<file path="src/rtl/fifo_wr_arbiter_if.sv">
// Bundle of requester-side and FIFO-side signals for the write-port arbiter.
// The arbiter takes the master modport; the source/FIFO side takes the slave modport.
interface fifo_wr_arbiter_if #(
   parameter int DATA = 8,
   parameter int NREQ = 4
);
   logic [NREQ-1:0]      req;
   logic [NREQ*DATA-1:0] src_data;
   logic [NREQ-1:0]      src_last;
   logic [NREQ-1:0]      ack;
   logic [NREQ-1:0]      gnt;
   logic                 fifo_full;
   logic                 fifo_we;
   logic [DATA-1:0]      fifo_din;
   logic                 busy;
   logic [7:0]           words_cnt;

   modport master (
      input  req, src_data, src_last, fifo_full,
      output ack, gnt, fifo_we, fifo_din, busy, words_cnt
   );

   modport slave (
      output req, src_data, src_last, fifo_full,
      input  ack, gnt, fifo_we, fifo_din, busy, words_cnt
   );
endinterface

</file>
<file path="src/rtl/fifo_wr_arbiter.sv">
// Round-robin arbiter sharing one async-FIFO write port among NREQ bursting sources.
// Grants are registered; the write path is combinational so a full flag blocks that same cycle.
module fifo_wr_arbiter #(
   parameter int DATA     = 8,
   parameter int NREQ     = 4,
   parameter int MAXBURST = 8
) (
   input logic               wclk,
   input logic               reset,
   fifo_wr_arbiter_if.master bus
);
   localparam int PW = (NREQ > 1) ? $clog2(NREQ) : 1;
   localparam logic [0:0] IDLE  = 1'b0;
   localparam logic [0:0] BURST = 1'b1;

   logic [0:0]      state_q, state_d;
   logic [NREQ-1:0] gnt_q, gnt_d;
   logic [PW-1:0]   gIdx_q, gIdx_d;
   logic [PW-1:0]   rrPtr_q, rrPtr_d;
   logic [7:0]      wordsCnt_q, wordsCnt_d;

   logic            found;
   logic [PW-1:0]   selIdx;
   logic [PW-1:0]   nextPtr;
   logic            accept;
   logic            endBurst;

   // Search upward from the round-robin pointer, wrapping, for the first active request.
   always_comb begin
      found  = 1'b0;
      selIdx = '0;
      for (int k = 0; k < NREQ; k++) begin
         if (!found && bus.req[(int'(rrPtr_q) + k) % NREQ]) begin
            found  = 1'b1;
            selIdx = PW'((int'(rrPtr_q) + k) % NREQ);
         end
      end
   end

   assign nextPtr  = (int'(gIdx_q) == NREQ - 1) ? '0 : gIdx_q + 1'b1;
   assign accept   = (state_q == BURST) && !reset && bus.req[gIdx_q] && !bus.fifo_full;
   assign endBurst = bus.src_last[gIdx_q] || (wordsCnt_q == 8'(MAXBURST - 1));

   assign bus.fifo_we   = accept;
   assign bus.fifo_din  = bus.src_data[int'(gIdx_q)*DATA +: DATA];
   assign bus.ack       = accept ? gnt_q : '0;
   assign bus.gnt       = gnt_q;
   assign bus.busy      = (state_q == BURST);
   assign bus.words_cnt = wordsCnt_q;

   // A burst closes on its last word, on the length cap, or when the source withdraws.
   always_comb begin
      state_d    = state_q;
      gnt_d      = gnt_q;
      gIdx_d     = gIdx_q;
      rrPtr_d    = rrPtr_q;
      wordsCnt_d = wordsCnt_q;
      case (state_q)
         IDLE: begin
            if (found) begin
               state_d    = BURST;
               gnt_d      = NREQ'(1) << selIdx;
               gIdx_d     = selIdx;
               wordsCnt_d = '0;
            end
         end
         default: begin
            if (!bus.req[gIdx_q]) begin
               state_d    = IDLE;
               gnt_d      = '0;
               rrPtr_d    = nextPtr;
               wordsCnt_d = '0;
            end else if (accept) begin
               if (endBurst) begin
                  state_d    = IDLE;
                  gnt_d      = '0;
                  rrPtr_d    = nextPtr;
                  wordsCnt_d = '0;
               end else begin
                  wordsCnt_d = wordsCnt_q + 8'd1;
               end
            end
         end
      endcase
   end

   always_ff @(posedge wclk) begin
      if (reset) begin
         state_q    <= IDLE;
         gnt_q      <= '0;
         gIdx_q     <= '0;
         rrPtr_q    <= '0;
         wordsCnt_q <= '0;
      end else begin
         state_q    <= state_d;
         gnt_q      <= gnt_d;
         gIdx_q     <= gIdx_d;
         rrPtr_q    <= rrPtr_d;
         wordsCnt_q <= wordsCnt_d;
      end
   end
endmodule

</file>
<file path="src/flat_wrapper.sv">
// flat-port wrapper written by rule: the top's interface ports become plain ports
module fifo_wr_arbiter_flat 
#(
   parameter int DATA     = 8,
   parameter int NREQ     = 4,
   parameter int MAXBURST = 8
)
  (wclk, reset, bus_req, bus_src_data, bus_src_last, bus_fifo_full, bus_ack, bus_gnt, bus_fifo_we, bus_fifo_din, bus_busy, bus_words_cnt);
  fifo_wr_arbiter_if #(.DATA(DATA), .NREQ(NREQ)) bus_i ();
  input logic wclk;
  input logic reset;
  input wire logic [$bits(bus_i.req)-1:0] bus_req;
  input wire logic [$bits(bus_i.src_data)-1:0] bus_src_data;
  input wire logic [$bits(bus_i.src_last)-1:0] bus_src_last;
  input wire logic [$bits(bus_i.fifo_full)-1:0] bus_fifo_full;
  output wire logic [$bits(bus_i.ack)-1:0] bus_ack;
  output wire logic [$bits(bus_i.gnt)-1:0] bus_gnt;
  output wire logic [$bits(bus_i.fifo_we)-1:0] bus_fifo_we;
  output wire logic [$bits(bus_i.fifo_din)-1:0] bus_fifo_din;
  output wire logic [$bits(bus_i.busy)-1:0] bus_busy;
  output wire logic [$bits(bus_i.words_cnt)-1:0] bus_words_cnt;
  assign bus_i.req = bus_req;
  assign bus_i.src_data = bus_src_data;
  assign bus_i.src_last = bus_src_last;
  assign bus_i.fifo_full = bus_fifo_full;
  assign bus_ack = bus_i.ack;
  assign bus_gnt = bus_i.gnt;
  assign bus_fifo_we = bus_i.fifo_we;
  assign bus_fifo_din = bus_i.fifo_din;
  assign bus_busy = bus_i.busy;
  assign bus_words_cnt = bus_i.words_cnt;
  fifo_wr_arbiter #(.DATA(DATA), .NREQ(NREQ), .MAXBURST(MAXBURST)) u_core (.wclk(wclk), .reset(reset), .bus(bus_i));
endmodule
</file>
<file path="config.mk">
export PLATFORM = sky130hd
export DESIGN_NAME = fifo_wr_arbiter_flat
export DESIGN_NICKNAME = d
export VERILOG_FILES = /design/src/rtl/fifo_wr_arbiter_if.sv /design/src/rtl/fifo_wr_arbiter.sv /design/src/flat_wrapper.sv
export SDC_FILE = /design/constraint.sdc
export NUM_CORES = 1
export LEC_CHECK = 0
export ABC_AREA = 1
export ABC_CLOCK_PERIOD_IN_PS = 2700
export CAP_MARGIN = 20
export CORE_MARGIN = 5
export CORE_UTILIZATION = 43
export DETAILED_ROUTE_END_ITERATION = 6
export GPL_TIMING_DRIVEN = 0
export PLACE_DENSITY = 0.81
export SKIP_LAST_GASP = 1
export SYNTH_ARGS = -nofsm -noshare
export SYNTH_HDL_FRONTEND = slang
export SYNTH_SLANG_ARGS = --single-unit
</file>
<file path="constraint.sdc">
create_clock -name wclk -period 2.7 [get_ports wclk]
set_clock_uncertainty 0.2 [all_clocks]
set_input_delay 0.81 -clock wclk [delete_from_list [all_inputs] [get_ports wclk]]
set_output_delay 0.81 -clock wclk [all_outputs]
set_load 0.02 [all_outputs]
</file>
==> impl_metrics.json, run 1 <==
{
  "rows": 22,
  "synth_edf_count": 0,
  "synth_area_um2": 1623,
  "final_area_um2": 2541,
  "cts_tree": "yes",
  "yosys.area.top_type": "dfxtp_1",
  "setup_violations": 0,
  "synth_top_area_frac": 0.2097,
  "die_h_um": 71.43,
  "synthTopCellsByArea": "dfxtp_1 21%, nand2_1 18%, nand3_1 9.3%, nor2_1 8.6%, inv_1 6.2%",
  "synth.most_common_cell": "nand2_1",
  "crit_arrival_ps": 1670,
  "p_per_area_nw_per_um2": 875.8,
  "synthArstFlopShare": 0,
  "cts_htree_levels": 1,
  "postSynthNetCount": 324,
  "syn_avg_cell_area_um2": 5.817,
  "synth_cells": 279,
  "rsz0062_at_grt": "true",
  "synth_common_cells": "76 x nand2_1, 37 x nor2_1, 30 x nand3_1",
  "path_class": "in -> out",
  "ys_types": 29,
  "clkSlewWorstSetupHoldPaths_ps": 70,
  "clk_latency_ps": 260,
  "hpwl_um": 3954,
  "postPlaceCellArea_um2": 2416,
  "final_hold_viol_count": 0,
  "max_freq_ghz": 0.3729,
  "drc": 0,
  "top_usage_layer": "met2",
  "maxSlewViolCount": 0,
  "track_usage": 0.1980,
  "clockRootBuffer": "clkbuf_8",
  "critPathRequiredTime_ps": 1690,
  "grtUsageMet3": 0.04208,
  "ant_nets": 0,
  "numClockSinks": 17,
  "grtUsageMet1": 0.2863,
  "register_area_um2": 341.6,
  "cp_max_fo": 1,
  "dp_slack_ps": -963.1,
  "p_leak_uw": 0.001158,
  "fp.dieW_um": 71.43,
  "maxCapViolCount": 0,
  "cts_buffers": 3,
  "relSlewSlack": 0.8055,
  "grt_max_degree": 11,
  "layout-drive-gt1-share": 0.2338,
  "antenna_found_initial": 0,
  "wl_per_cell_um": 12.87,
  "drt_first_pass_iters": 4,
  "postLayoutCoreUtil": 0.6941,
  "grt_pass1_vias": 1714,
  "grt_first_pass_wirelength_um": 8418,
  "ys.flop_type": "dfxtp_1",
  "multi_input_area_um2": 1196,
  "worstHoldPathType": "reg -> reg",
  "grt_overflow": 0,
  "drtIter0Drc": 130,
  "finalPower_uw": 2226,
  "diodes": 0,
  "fin_ws_ps": 18.35,
  "irDropWorstVdd_mv": 0.5668,
  "fin_crit_ps": 2682,
  "synth_seq_cells": 17,
  "status": "complete, no violations",
  "die-area_um2": 5102,
  "ctsLongestPathBuffers": 2,
  "grt_use_met2": 0.3031,
  "setup.worst_path.start_class": "input port",
  "yosys_warnings": 0,
  "worstMarginPinSlew_ps": 291.5,
  "num_vias": 2035,
  "fin_nets": 401,
  "finalSetupTns_ps": 0,
  "cp-end-kind": "output port",
  "io_pins": 69,
  "drt_wl_total_um": 5186,
  "seq_area_frac_synth": 0.2097,
  "place_congestion": 0.8438,
  "port_buffers": 67,
  "period_share": 0.9932,
  "nFillCells": 331,
  "start_util": 0.4433,
  "core_area_um2": 3661,
  "vias_per_cell": 5.050,
  "area_delta_synth_final_pct": 56.59
}
what timing repair did:
action                                 in CTS  in global routing
endpoints found under the hold margin       0                  0
hold buffers                                0                  0
pin swaps                                   7                 13
gates resized for setup                    82                 31
setup endpoints to repair                  13                 13
buffers inserted                            2                  4
worst max-delay path, stage by stage:
cell and delay (ps):
clkdlybuf4s50_1 450, o21ai_0 70, o22ai_1 150, buf_2 190
layout by cell type (no fill, tap or decap), types with 4 or more instances in the layout:
cell and count:
dfxtp_1 16, nor2_4 4, nand2_1 70, nand3_1 28, a21oi_1 6, o21ai_1 8
nand2_4 7, clkdlybuf4s50_1 45, inv_1 25, dlymetal6s2s_1 4, inv_2 6, buf_4 12
a21oi_2 6, nor2_1 33, o22ai_1 8, buf_6 9, nand4_1 4, o21ai_0 14
nand3_2 4, nand2_2 15
power breakdown:
| part | total, uW | switching, uW | internal [uW] |
|---|---|---|---|
| clock | 197 | 94.3 | 103 |
| combinational | 1650 | 1040 | 609 |
| sequential | 382 | 68.1 | 314 |
| total | 2230 | 1200 | 1030 |
final timing paths:
kind,from,to,slack (ps),cells after the start
worst max register to register,u_core.gIdx_q[0],u_core.bus.words_cnt[1],570,12
worst min register to register,u_core.bus.gnt[1],u_core.bus.gnt[1],290,2
worst min-delay path,u_core.bus.gnt[1],u_core.bus.gnt[1],290,2
worst max-delay path,bus_src_data[16],bus_fifo_din[0],20,4
through the flow:
stage                     hold WS, ps  std cells
after global routing            323.5        403
after CTS                       297.0        400
after detailed placement        286.7        394
after floorplan                 311.8        279
final                           292.0        403
after global placement          284.1        394
sequential cells by signal (all words and copies together), names as in the netlist:
name                  count
u_core.bus.busy           1
u_core.bus.gnt            4
u_core.bus.words_cnt      8
u_core.gIdx_q             2
u_core.rrPtr_q            2
metal layers:
metal,vias to the layer above,routed length [um]
met5,-,0
met4,0,46
met3,6,331
met2,61,2332
met1,914,2475
li1,1054,-
cell families (layout without fill, tap and decap cells):
kind of cell	after synthesis	after routing	share of synthesized area
and+or+nand+nor	173	173	0.5012
AOI/OAI and AO/OA	44	44	0.1596
buffers and inverters	41	117	0.1033
DFF	17	17	0.2097
adders and majority gates	2	2	0.01542
xor gates and xnor gates	2	2	0.01080
final cells by class:
type / instances / share of cell area
Buffer: 6 / 0.01773
Clock buffer: 3 / 0.01625
Clock inverter: 1 / 0.001969
Inverter: 34 / 0.05465
Multi-Input combinational cell: 221 / 0.4707
Sequential cell: 17 / 0.1344
Tap cell: 48 / 0.02363
Timing Repair Buffer: 73 / 0.2806
Power figures use the tool's default switching activity.
==> inputs of run 2 (changes only) <==
ABC_AREA = default   (was 1)
CORE_UTILIZATION = 39   (was 43)
PLACE_DENSITY = 0.8   (was 0.81)
==> run 2 against run 1 <==
Against the previous run: critical path depth increased by 2; worst hold slack about the same; maximum frequency decreased by 0.36%; global-route usage decreased by 0.86 points; die area decreased by 10%; total power decreased by 68%; synthesized area decreased by 20%; sequential share of layout area increased by 2.4 points.
==> impl_metrics.json, run 2 <==
{
  "rsz0062_at_grt": "true",
  "synthArstFlopShare": 0,
  "period_share": 0.9968,
  "fin_crit_ps": 2691,
  "clkSlewWorstSetupHoldPaths_ps": 110,
  "synthXorXnorAreaFrac": 0,
  "cp_slowest_cell": "mux2_4",
  "whs_path_depth": 1,
  "synth_common_cells": "17 x dfxtp_1, 12 x nand2_1, 9 x mux4_2",
  "largest_reg_flops": 8,
  "grt_pass1_vias": 1384,
  "num_vias": 1492,
  "crit_chain": "buf_8, mux2_4, a2bb2oi_4, nor2_4, and2_4, buf_6",
  "cts_htree_levels": 1,
  "ctsLongestPathBuffers": 2,
  "track_usage": 0.1893,
  "place_congestion": 0.8239,
  "syn_avg_cell_area_um2": 8.878,
  "postPlaceCellArea_um2": 2043,
  "hpwl_um": 3202,
  "maxCapViolCount": 0,
  "synth.most_common_cell": "dfxtp_1",
  "yosys_warnings": 0,
  "seq_area_frac_synth": 0.2625,
  "yosys.area.top_type": "dfxtp_1",
  "rr_worst_depth": 8,
  "max_freq_ghz": 0.3716,
  "layout_commonest_cell": "dlygate4sd2_1",
  "numClockSinks": 17,
  "critPathRequiredTime_ps": 1690,
  "holdPathEnd": "u_core.bus.gnt[3]",
  "drt_first_pass_iters": 4,
  "synth_edf_count": 0,
  "ys.flop_type": "dfxtp_1",
  "synth_seq_cells": 17,
  "synthTopCellsByArea": "dfxtp_1 26%, mux4_2 16%, nand2_1 3.5%, nand3_1 3.1%, and2_1 2.9%",
  "cts_buffers": 3,
  "die-area_um2": 4577,
  "nFillCells": 276,
  "setup.worst_path.start_class": "input port",
  "setup_violations": 0,
  "synth_top_area_frac": 0.2625,
  "final_area_um2": 2162,
  "port_buffers": 68,
  "die_h_um": 67.65,
  "cts_tree": "yes",
  "ant_nets": 0,
  "postLayoutCoreUtil": 0.6583,
  "worstMarginPinSlew_ps": 489.1,
  "fp.dieW_um": 67.65,
  "fin_nets": 269,
  "area_delta_synth_final_pct": 66.80,
  "r2r-start": "u_core.gIdx_q[1]",
  "irDropWorstVdd_mv": 0.2279,
  "final_hold_viol_count": 0,
  "p_per_area_nw_per_um2": 330.4,
  "crit_family": "multiplexers",
  "drt_wl_total_um": 4133,
  "grt_first_pass_wirelength_um": 6548,
  "rrSetupSlack_ps": 170,
  "timing.rr.end": "u_core.bus.words_cnt[7]",
  "drc": 0,
  "wl_per_cell_um": 15.36,
  "mostFrequentLayoutCells": "32 x dlygate4sd2_1, 17 x clkdlybuf4s50_1, 16 x buf_6, 16 x dfxtp_1, 12 x nand2_1",
  "crit_arrival_ps": 1680,
  "antenna_found_initial": 0,
  "clk_latency_ps": 300,
  "cts_hold_buf": 0,
  "layout-drive-gt1-share": 0.2691,
  "grt_overflow": 0,
  "status": "complete, no violations",
  "io_pins": 69,
  "drtIter0Drc": 84,
  "cp_max_fo": 5,
  "diodes": 0,
  "rows": 21,
  "ys_types": 51,
  "worstHoldPathType": "reg -> reg",
  "hold_start": "u_core.bus.gnt[3]",
  "maxSlewViolCount": 0,
  "clockRootBuffer": "clkbuf_4",
  "synth-compound-area-share": 0.2510,
  "cp-end-kind": "output port",
  "grt_max_degree": 11,
  "path_buf_inv": 2,
  "postSynthNetCount": 191,
  "synth_area_um2": 1296,
  "synth_top_family_by_area": "compound AO/OA/AOI/OAI gates",
  "path_class": "in -> out",
  "yosys.area_share.simple": 0.2104,
  "max_stage_delay_ps": 290,
  "synthAdderAreaFrac": 0.01931,
  "synth_cells": 146,
  "start_util": 0.3947,
  "relSlewSlack": 0.6712,
  "finalPower_uw": 714.4,
  "vias_per_cell": 5.546,
  "core_area_um2": 3284,
  "p_leak_uw": 0.0008652,
  "synth_mux_area_frac": 0.2008,
  "hold_ws_ps": 291.8
}
[run 2: cell types whose count changed after synthesis, sizes merged, moves of 5 or more]
| cell | delta |
|---|---|
| a21oi | -5 |
| and2 | +5 |
| inv | -24 |
| mux4 | +9 |
| nand2 | -80 |
| nand3 | -24 |
| nor2 | -29 |
| o21ai | -16 |
| o22ai | -7 |
[run 2: cell families (layout without fill, tap and decap cells)]
group | count (synthesis) | after routing
adders and majority gates | 2 | 2
DFF | 17 | 17
AOI/OAI and AO/OA | 44 | 44
and+or+nand+nor | 53 | 53
buffers and inverters | 16 | 93
muxes | 14 | 14
[run 2: per-layer routing]
layer  GRT usage  vias to the layer above  wire length [um]
li1            -                      728                 -
met1      0.2263                      693              1604
met2      0.3378                       67              2089
met3     0.02995                        4               375
met4     0.06835                        0                63
met5           0                        -                 0
[run 2: how the worst max path moves through the flow]
| stage | cells past startpoint | start | end | slack (ps) |
|---|---|---|---|---|
| floorplan | 3 | reset | bus_ack[0] | 10 |
| global placement | 6 | bus_req[3] | bus_ack[2] | -1010 |
| detailed placement | 6 | bus_req[1] | bus_ack[2] | -1010 |
| CTS | 6 | bus_req[0] | bus_ack[2] | -9 |
| global route | 6 | u_core.gIdx_q[1] | bus_ack[3] | -10 |
| finish | 6 | bus_req[0] | bus_ack[2] | 9 |
[run 2: power breakdown]
| part | internal (uW) | total [uW] | switching [uW] |
|---|---|---|---|
| combinational | 160 | 298 | 138 |
| sequential | 262 | 271 | 9.28 |
| clock | 55.4 | 145 | 89.5 |
[run 2: worst reg2reg max path: stages (launching register included)]
cell	delay (ps)
dfxtp_1	370
buf_6	150
mux2_4	330
buf_4	150
a32o_1	280
or2_0	200
clkbuf_2	150
o311a_1	350
a221o_1	250
[run 2: final cells by class]
class                   instances  area [um2]  share of cell area
multi-input cells             113       953.4              0.4410
repair buffers                 73       679.4              0.3142
flip-flops and latches         17       341.6              0.1580
plain buffers                   8       72.57             0.03356
well taps                      46       57.56             0.02662
inverters                       8       30.03             0.01389
clock buffers                   3       22.52             0.01042
clock inverters                 1       5.005            0.002315
[run 2: what timing repair did]
action	in CTS	in global routing
buffers inserted	5	0
pin swaps	7	3
endpoints found under the setup margin	24	23
gates resized for setup	153	14
[run 2: metrics by stage]
| step | worst slack [ps] | setup TNS, ps | cells |
|---|---|---|---|
| 3_3_place_gp | -1010 | -15500 | 260 |
| 4_1_cts | -8.631 | -28.80 | 269 |
| 2_1_floorplan | 11.44 | 0 | 146 |
| 3_5_place_dp | -1013 | -15540 | 260 |
| 5_1_grt | -9.737 | -36.52 | 269 |
| 6_report | 8.619 | 0 | 269 |
==> inputs of run 3 (changes only) <==
--- a/config.mk
+++ b/config.mk
@@ -13,3 +13,3 @@
 export GPL_TIMING_DRIVEN = 0
-export PLACE_DENSITY = 0.8
+export PLACE_DENSITY = 0.86
 export SKIP_LAST_GASP = 1
==> constraint.sdc (replaced) <==
create_clock -name wclk -period 2.7 [get_ports wclk]
set_clock_uncertainty 0.2 [all_clocks]
set_input_delay 0.675 -clock wclk [delete_from_list [all_inputs] [get_ports wclk]]
set_output_delay 0.675 -clock wclk [all_outputs]
set_load 0.02 [all_outputs]
==> run 3 against run 2 <==
Against the previous run: non-clock buffer count fell by 2; die area is the same; final cell count shrank 0.74%; first-iteration DRC count is 38% lower; total power down 0.82%; utilization is 2.2 points lower; routed wire length is 6.9% higher; count of clock-buffer cells in the layout stayed put; maximum frequency is 0.48% higher; worst hold slack better by 2.7 ps; critical path type unchanged; critical endpoint is now bus_fifo_din[3].
==> impl_metrics.json, run 3 (synthesis gave the netlist of run 2 again) <==
{
  "status": "complete, no violations",
  "finalSetupTns_ps": 0,
  "largest_reg_flops": 8,
  "port_buffers": 68,
  "worstMarginPinSlew_ps": 573.7,
  "fin_nets": 267,
  "cts_tree": "yes",
  "grt_pass1_vias": 1440,
  "worstHoldPathType": "reg -> reg",
  "diodes": 0,
  "cp-end-kind": "output port",
  "rows": 21,
  "clkSlewWorstSetupHoldPaths_ps": 120,
  "p_leak_uw": 0.0007774,
  "drt_first_pass_iters": 4,
  "die_h_um": 67.65,
  "maxSlewViolCount": 0,
  "io_pins": 69,
  "track_usage": 0.1835,
  "grt_max_degree": 12,
  "setup_violations": 0,
  "relSlewSlack": 0.6077,
  "ant_nets": 0,
  "multi_input_area_um2": 929.6,
  "mostFrequentLayoutCells": "49 x clkdlybuf4s50_1, 16 x dfxtp_1, 12 x nand2_1, 11 x buf_2, 9 x mux4_2",
  "cts_buffers": 3,
  "max_freq_ghz": 0.3733,
  "drtIter0Drc": 52,
  "period_share": 0.9921,
  "register_area_um2": 341.6,
  "antenna_found_initial": 0,
  "cts_hold_buf": 0,
  "crit_arrival_ps": 1800,
  "start_util": 0.3947,
  "critPathRequiredTime_ps": 1820,
  "numClockSinks": 17,
  "grt_first_pass_wirelength_um": 6396,
  "fin_ws_ps": 21.34,
  "layout_commonest_cell": "clkdlybuf4s50_1",
  "drt_wl_total_um": 4419,
  "wl_per_cell_um": 16.55,
  "layout-drive-gt1-share": 0.2217,
  "clockRootBuffer": "clkbuf_4",
  "fp.dieW_um": 67.65,
  "dp_slack_ps": -865.6,
  "cts_htree_levels": 1,
  "irDropWorstVdd_mv": 0.1917,
  "place_congestion": 0.7981,
  "die-area_um2": 4577,
  "ctsLongestPathBuffers": 2,
  "setup.worst_path.start_class": "input port",
  "hold_ws_ps": 294.5,
  "area_delta_synth_final_pct": 61.29,
  "path_class": "in -> out",
  "num_vias": 1523,
  "final_hold_viol_count": 0,
  "clk_latency_ps": 300,
  "grt_overflow": 0,
  "drc": 0,
  "hpwl_um": 3326,
  "cp_max_fo": 1,
  "core_area_um2": 3284,
  "p_per_area_nw_per_um2": 338.9,
  "fin_crit_ps": 2679,
  "maxCapViolCount": 0,
  "vias_per_cell": 5.704,
  "nFillCells": 278
}
-- run 3: cell count changes in the layout (fill, tap and decap cells not counted), sizes merged --
| cell | before | now |
|---|---|---|
| buf | 29 | 18 |
| clkinvlp | 0 | 1 |
| clkinv | 1 | 0 |
| clkdlybuf4s50 | 17 | 49 |
| clkdlybuf4s15 | 0 | 3 |
| clkbuf | 6 | 9 |
| dlygate4sd2 | 32 | 3 |
-- run 3: layer usage --
layer,part of all wire,wire [um],track usage,vias to the layer above
met3,0.14,608,0.05657,13
met2,0.47,2061,0.3196,75
met4,0.030,132,0.09620,0
li1,-,-,-,723
met1,0.37,1617,0.1972,712
met5,0,0,0,-
-- run 3: worst max-delay path: stages --
cell and delay [ps]:
clkdlybuf4s50_1 400, mux4_2 460, clkdlybuf4s15_2 260
-- run 3: cell type report --
class                           count  area share
Inverter                            8     0.01436
Multi-Input combinational cell    113      0.4446
Timing Repair Buffer               71      0.3052
Tap cell                           46     0.02753
Clock buffer                        3     0.01077
Clock inverter                      1    0.003591
Buffer                              8     0.03052
Sequential cell                    17      0.1634
-- run 3: repair_timing --
action | in CTS | in global routing
gates cloned | 0 | 0
buffers inserted | 2 | 1
pin swaps | 1 | 1
endpoints found under the setup margin | 24 | 15
resized for setup | 62 | 17
-- run 3: path summary, 6_finish.rpt --
kind	start	end	slack (ps)	depth (start not counted)
worst max-delay path	bus_src_data[27]	bus_fifo_din[3]	20	3
worst min-delay path	u_core.bus.gnt[1]	u_core.bus.gnt[1]	290	1
worst max register to register	u_core.gIdx_q[1]	u_core.bus.words_cnt[7]	160	8
worst min register to register	u_core.bus.gnt[1]	u_core.bus.gnt[1]	290	1
-- run 3: power breakdown --
part           internal, uW  leakage (uW)  total (uW)  switching [uW]
logic                   154      0.000625         289             135
clock network          56.5     0.0000139         148            91.3
registers               262      0.000139         272            9.56
total                   473      0.000777         709             236
-- run 3: through the flow --
| step | area [um2] | instances | utilization | power [uW] |
|---|---|---|---|---|
| 2_1_floorplan | 1296 | 146 | - | 421.5 |
| 3_3_place_gp | 2034 | 260 | 0.6194 | 550.3 |
| 3_5_place_dp | 2034 | 260 | 0.6194 | 554.4 |
| 4_1_cts | 2093 | 266 | 0.6373 | 705.3 |
| 5_1_grt | 2091 | 267 | 0.6366 | 747.4 |
| 6_report | 2091 | 267 | 0.6366 | 708.6 |
==> variant 1: new RTL, settings of run 3 <==
`DATA` is set to 8 in 3 places; all go to 16.
--- a/src/rtl/fifo_wr_arbiter_if.sv
+++ b/src/rtl/fifo_wr_arbiter_if.sv
@@ -1,7 +1,7 @@
 // Bundle of requester-side and FIFO-side signals for the write-port arbiter.
 // The arbiter takes the master modport; the source/FIFO side takes the slave modport.
 interface fifo_wr_arbiter_if #(
-   parameter int DATA = 8,
+   parameter int DATA = 16,
    parameter int NREQ = 4
 );
    logic [NREQ-1:0]      req;
--- a/src/rtl/fifo_wr_arbiter.sv
+++ b/src/rtl/fifo_wr_arbiter.sv
@@ -1,7 +1,7 @@
 // Round-robin arbiter sharing one async-FIFO write port among NREQ bursting sources.
 // Grants are registered; the write path is combinational so a full flag blocks that same cycle.
 module fifo_wr_arbiter #(
-   parameter int DATA     = 8,
+   parameter int DATA     = 16,
    parameter int NREQ     = 4,
    parameter int MAXBURST = 8
 ) (
--- a/src/flat_wrapper.sv
+++ b/src/flat_wrapper.sv
@@ -1,7 +1,7 @@
 // flat-port wrapper written by rule: the top's interface ports become plain ports
 module fifo_wr_arbiter_flat 
 #(
-   parameter int DATA     = 8,
+   parameter int DATA     = 16,
    parameter int NREQ     = 4,
    parameter int MAXBURST = 8
 )
Interface: changed (resized bus_fifo_din and bus_src_data); port bits go from 69 to 109. No check against the original RTL was run, so the function may have changed too.
==> variant 1 against run 3 <==
- area after synthesis increased by 15%
- cell count increased by 19%
- fmax decreased by 0.31%
- sequential cell count unchanged
- setup slack got worse by 0.0085 ns
- cell area increased by 29%
- wire length increased by 42%
- total power increased by 26%
- sequential power increased by 1%
- non-clock buffer count increased by 40
- global-route usage increased by 4.8 points
==> variant 1: results <==
metrics = {
    "pwr": {
        "seq_power_uw": 276,
        "power_leakage_nw": 0.9920,
        "pg_comb_uw": 426,
        "ir_worst_vdd_uv": 325.8,
        "power_switching_share": 0.3216,
    },
    "global_routing": {
        "grtUsageMet2": 0.4102,
        "grt_pass1_wl_um": 9494,
        "grt_max_degree": 11,
        "globalRouteTotalUtil": 0.2320,
        "grt_pass1_vias": 1831,
        "grt_antenna_before_repair": 1,
        "use_met3": 0.04432,
        "grt_util_met1": 0.2803,
    },
    "placed_design": {
        "gp_congestion": 0.8710,
        "place_ws_ns": -0.9172,
        "placed_cells": 310,
        "placed_area_um2": 2619,
        "io_buffers": 106,
        "dp_hpwl_um": 4760,
    },
    "synth": {
        "synth-async-reset-ratio": 0,
        "synth_cell_types": 48,
        "avgSynthCellArea_um2": 9.585,
        "synth_common_cells": "17 x dfxtp_1, 17 x mux4_2, 14 x nand2_1",
        "netlist_top_cells_area": "mux4_2 26%, dfxtp_1 23%, nand2_1 3.5%",
        "ys.flop_type": "dfxtp_1",
        "syn_nets": 233,
        "yosysSeqAreaShare": 0.2276,
    },
    "final_layout": {
        "instances_no_fill": 319,
        "layout-drive-gt1-share": 0.2444,
        "num-nets-final": 348,
        "largest_register_ffs": 8,
        "fillers": 275,
    },
    "clock_network": {
        "clk_pin_slew_ns": 0.07,
        "post_cts_resized": 98,
        "clock_latency_ns": 0.25,
        "cts_setup_buffers": 2,
        "cts-root-buf": "clkbuf_8",
    },
    "worst_setup_path": {
        "r2r_end": "u_core.bus.gnt[2]$_SDFFE_PP0P_",
        "regToRegSetupSlack_ns": 0.32,
        "crit_start": "bus_src_data[56]",
        "cp-endpoint": "bus_fifo_din[8]",
        "r2r_cells": 7,
        "rr_startpoint": "u_core.gIdx_q[1]$_SDFFE_PP0P_",
    },
    "outcome": {
        "status": "finished clean",
    },
    "sta": {
        "post-route-period-util": 0.9952,
        "worst_slew_pin_slew_ns": 0.5369,
    },
    "routing": {
        "first_pass_iters": 5,
        "avgViaCountPerCell": 5.997,
        "wl_um": 6289,
        "drt_iter0_markers": 132,
    },
}
variant 1: cell type report:
cell class	count	area, um2	share of cell area
Antenna cell	1	2.502	0.0009268
Buffer	9	91.34	0.03383
Clock buffer	4	45.04	0.01668
Inverter	9	33.78	0.01251
Multi-Input combinational cell	121	1111	0.4115
Sequential cell	17	341.6	0.1265
Tap cell	48	60.06	0.02224
Timing Repair Buffer	110	1015	0.3758
variant 1: layer usage:
metal / wire length (um) / vias to the layer above
met5: 0 / -
met4: 133 / 0
met3: 701 / 14
met2: 3110 / 143
met1: 2343 / 905
li1: - / 851
variant 1: metrics by stage:
stage               hold slack [ns]  total power, mW
finish                       0.2905           0.8949
floorplan                    0.2857           0.4820
detailed placement           0.2736           0.6908
global route                 0.3076           0.9327
global placement             0.2732           0.6829
CTS                          0.2916           0.8813
variant 1: cell families after synthesis:
family          share of synthesized area
fa+ha+maj                         0.01673
buf+inv                           0.05857
simple gates                       0.1849
mux                                0.3063
flops                              0.2276
compound gates                     0.2059
==> variant 2: new RTL, config.mk and constraints of run 3 <==
Without the edit above. Compare `wordsCnt_q` against `8'(MAXBURST - 1)` with >= in place of ==.
--- a/src/rtl/fifo_wr_arbiter.sv
+++ b/src/rtl/fifo_wr_arbiter.sv
@@ -39,7 +39,7 @@
 
    assign nextPtr  = (int'(gIdx_q) == NREQ - 1) ? '0 : gIdx_q + 1'b1;
    assign accept   = (state_q == BURST) && !reset && bus.req[gIdx_q] && !bus.fifo_full;
-   assign endBurst = bus.src_last[gIdx_q] || (wordsCnt_q == 8'(MAXBURST - 1));
+   assign endBurst = bus.src_last[gIdx_q] || (wordsCnt_q >= 8'(MAXBURST - 1));
 
    assign bus.fifo_we   = accept;
    assign bus.fifo_din  = bus.src_data[int'(gIdx_q)*DATA +: DATA];
Check against the original RTL: no difference found for any inputs over 4 cycles, from zero or initial values and one cycle with reset high; that may be too few to reach the edited logic, so the function may still have changed.
==> variant 2 against run 3 <==
- setup slack worse by 0.012 ns
- synthesized cell count down 29%
- total power down 8.4%
- hold slack better by 0.0040 ns
- first-iteration DRC count decreased by 56%
- area after synthesis fell by 20%
- via count fell by 24%
- sequential cell count unchanged
- wire length down 18%
- cell area fell by 15%
- critical path type unchanged
- critical endpoint is now bus_ack[3]
==> variant 2: results <==
metrics = {
    "outcome": {
        "status": "finished clean",
    },
    "synth": {
        "ys_warn_count": 0,
        "postSynthCellCount": 104,
        "synth_common_cells": "17 x dfxtp_1, 9 x and2_1, 9 x mux4_2",
        "yosysSeqAreaShare": 0.3297,
        "ys.flop_type": "dfxtp_1",
        "synth_cell_types": 33,
        "netlist_top_cells_area": "dfxtp_1 33%, mux4_2 20%, and2_1 5.5%",
        "syn_nets": 149,
    },
    "worst_setup_path": {
        "critPathMaxStageDelay_ns": 0.54,
        "cpMaxStageDelayCell": "mux4_2",
        "crit_fanout": 6,
        "crit_arrival_ns": 1.82,
    },
    "placed_design": {
        "place_ws_ns": -0.8726,
        "placed_cells": 202,
        "dp_hpwl_um": 2822,
        "gp_congestion": 0.8563,
    },
    "clock_network": {
        "clock_latency_ns": 0.29,
        "clk_pin_slew_ns": 0.09,
        "cts_buffer_depth": 2,
        "cts-root-buf": "clkbuf_4",
        "htree_levels": 1,
        "numCtsBuffers": 3,
    },
    "global_routing": {
        "grt_antenna_before_repair": 0,
        "globalRouteTotalUtil": 0.1910,
        "grt_max_degree": 12,
        "grt_pass1_wl_um": 5444,
    },
    "final_layout": {
        "num-nets-final": 223,
        "layout-drive-gt1-share": 0.2429,
        "largest_register_ffs": 8,
        "fillers": 206,
        "antennaDiodeCount": 0,
    },
    "routing": {
        "via_count": 1165,
        "wl_um": 3605,
        "drt_iter0_markers": 23,
        "avgViaCountPerCell": 5.628,
        "first_pass_iters": 4,
    },
    "sta": {
        "slew_headroom": 0.4932,
    },
    "pwr": {
        "ir_worst_vdd_uv": 359.5,
        "power_leakage_nw": 0.6899,
    },
}
[variant 2: changes by cell type after synthesis, sizes merged, moves of 3 or more]
cell / delta
nand2: -8
nor2: -4
and2: +3
mux2: -3
nand3: -3
o21ai: -3
o2bb2ai: +3
[variant 2: metal layers]
| metal | vias up | global-route usage | wire length (um) |
|---|---|---|---|
| met4 | 0 | 0.03939 | 37 |
| met1 | 537 | 0.2038 | 1378 |
| met3 | 4 | 0.07757 | 559 |
| li1 | 551 | - | - |
| met2 | 73 | 0.3535 | 1630 |
| met5 | - | 0 | 0 |
[variant 2: kinds of logic after synthesis]
kind of cell,after synthesis,share of synthesized area
buffers and inverters,11,0.04363
AOI/OAI and AO/OA,30,0.2061
adders and majority gates,2,0.02424
DFF,17,0.3297
and+or+nand+nor,32,0.1709
muxes,12,0.2255
[variant 2: what timing repair did]
action | CTS | global route
endpoints found under the hold margin | 0 | 0
resized for setup | 78 | 5
setup buffers | 2 | 0
setup endpoints to repair | 13 | 9
pin swaps | 5 | 2
[variant 2: layout make-up]
| class | instances | area, um2 | area share |
|---|---|---|---|
| buffer | 3 | 17.52 | 0.009887 |
| sequential | 17 | 341.6 | 0.1928 |
| multi-input combinational | 76 | 675.6 | 0.3814 |
| timing repair buffer | 70 | 646.9 | 0.3651 |
| clock buffer | 4 | 26.28 | 0.01483 |
| tap | 30 | 37.54 | 0.02119 |
| inverter | 7 | 26.28 | 0.01483 |
[variant 2: power by group]
group | leakage (nW) | internal (mW) | total, mW | switching (mW)
registers | 0.139 | 0.262 | 0.274 | 0.0117
logic | 0.536 | 0.129 | 0.239 | 0.110
clock network | 0.0150 | 0.0575 | 0.136 | 0.0788
[variant 2: worst paths after layout]
path	to	cells past startpoint	start	slack (ns)
setup / recovery	bus_ack[3]	6	bus_req[3]	0.01
hold / removal	u_core.bus.gnt[1]$_SDFFE_PP0P_	1	u_core.bus.gnt[1]$_SDFFE_PP0P_	0.30
setup reg to reg	u_core.bus.words_cnt[2]$_SDFFE_PP0P_	5	u_core.gIdx_q[0]$_SDFFE_PP0P_	0.51
hold reg to reg	u_core.bus.gnt[1]$_SDFFE_PP0P_	1	u_core.bus.gnt[1]$_SDFFE_PP0P_	0.30
[variant 2: through the flow]
| stage | cell area (um2) | power [mW] | hold slack, ns |
|---|---|---|---|
| after floorplan | 1037 | 0.3965 | 0.2854 |
| after global placement | 1755 | 0.5169 | 0.2692 |
| after detailed placement | 1755 | 0.5229 | 0.2628 |
| after CTS | 1802 | 0.6559 | 0.2958 |
| after global routing | 1772 | 0.6810 | 0.3170 |
| final | 1772 | 0.6489 | 0.2985 |
[variant 2: critical path: cells and delay by family]
kind | cells | cell delay (ns)
AND/OR/NAND/NOR | 3 | 0.35
multiplexers | 1 | 0.54
buffers and inverters | 2 | 0.25
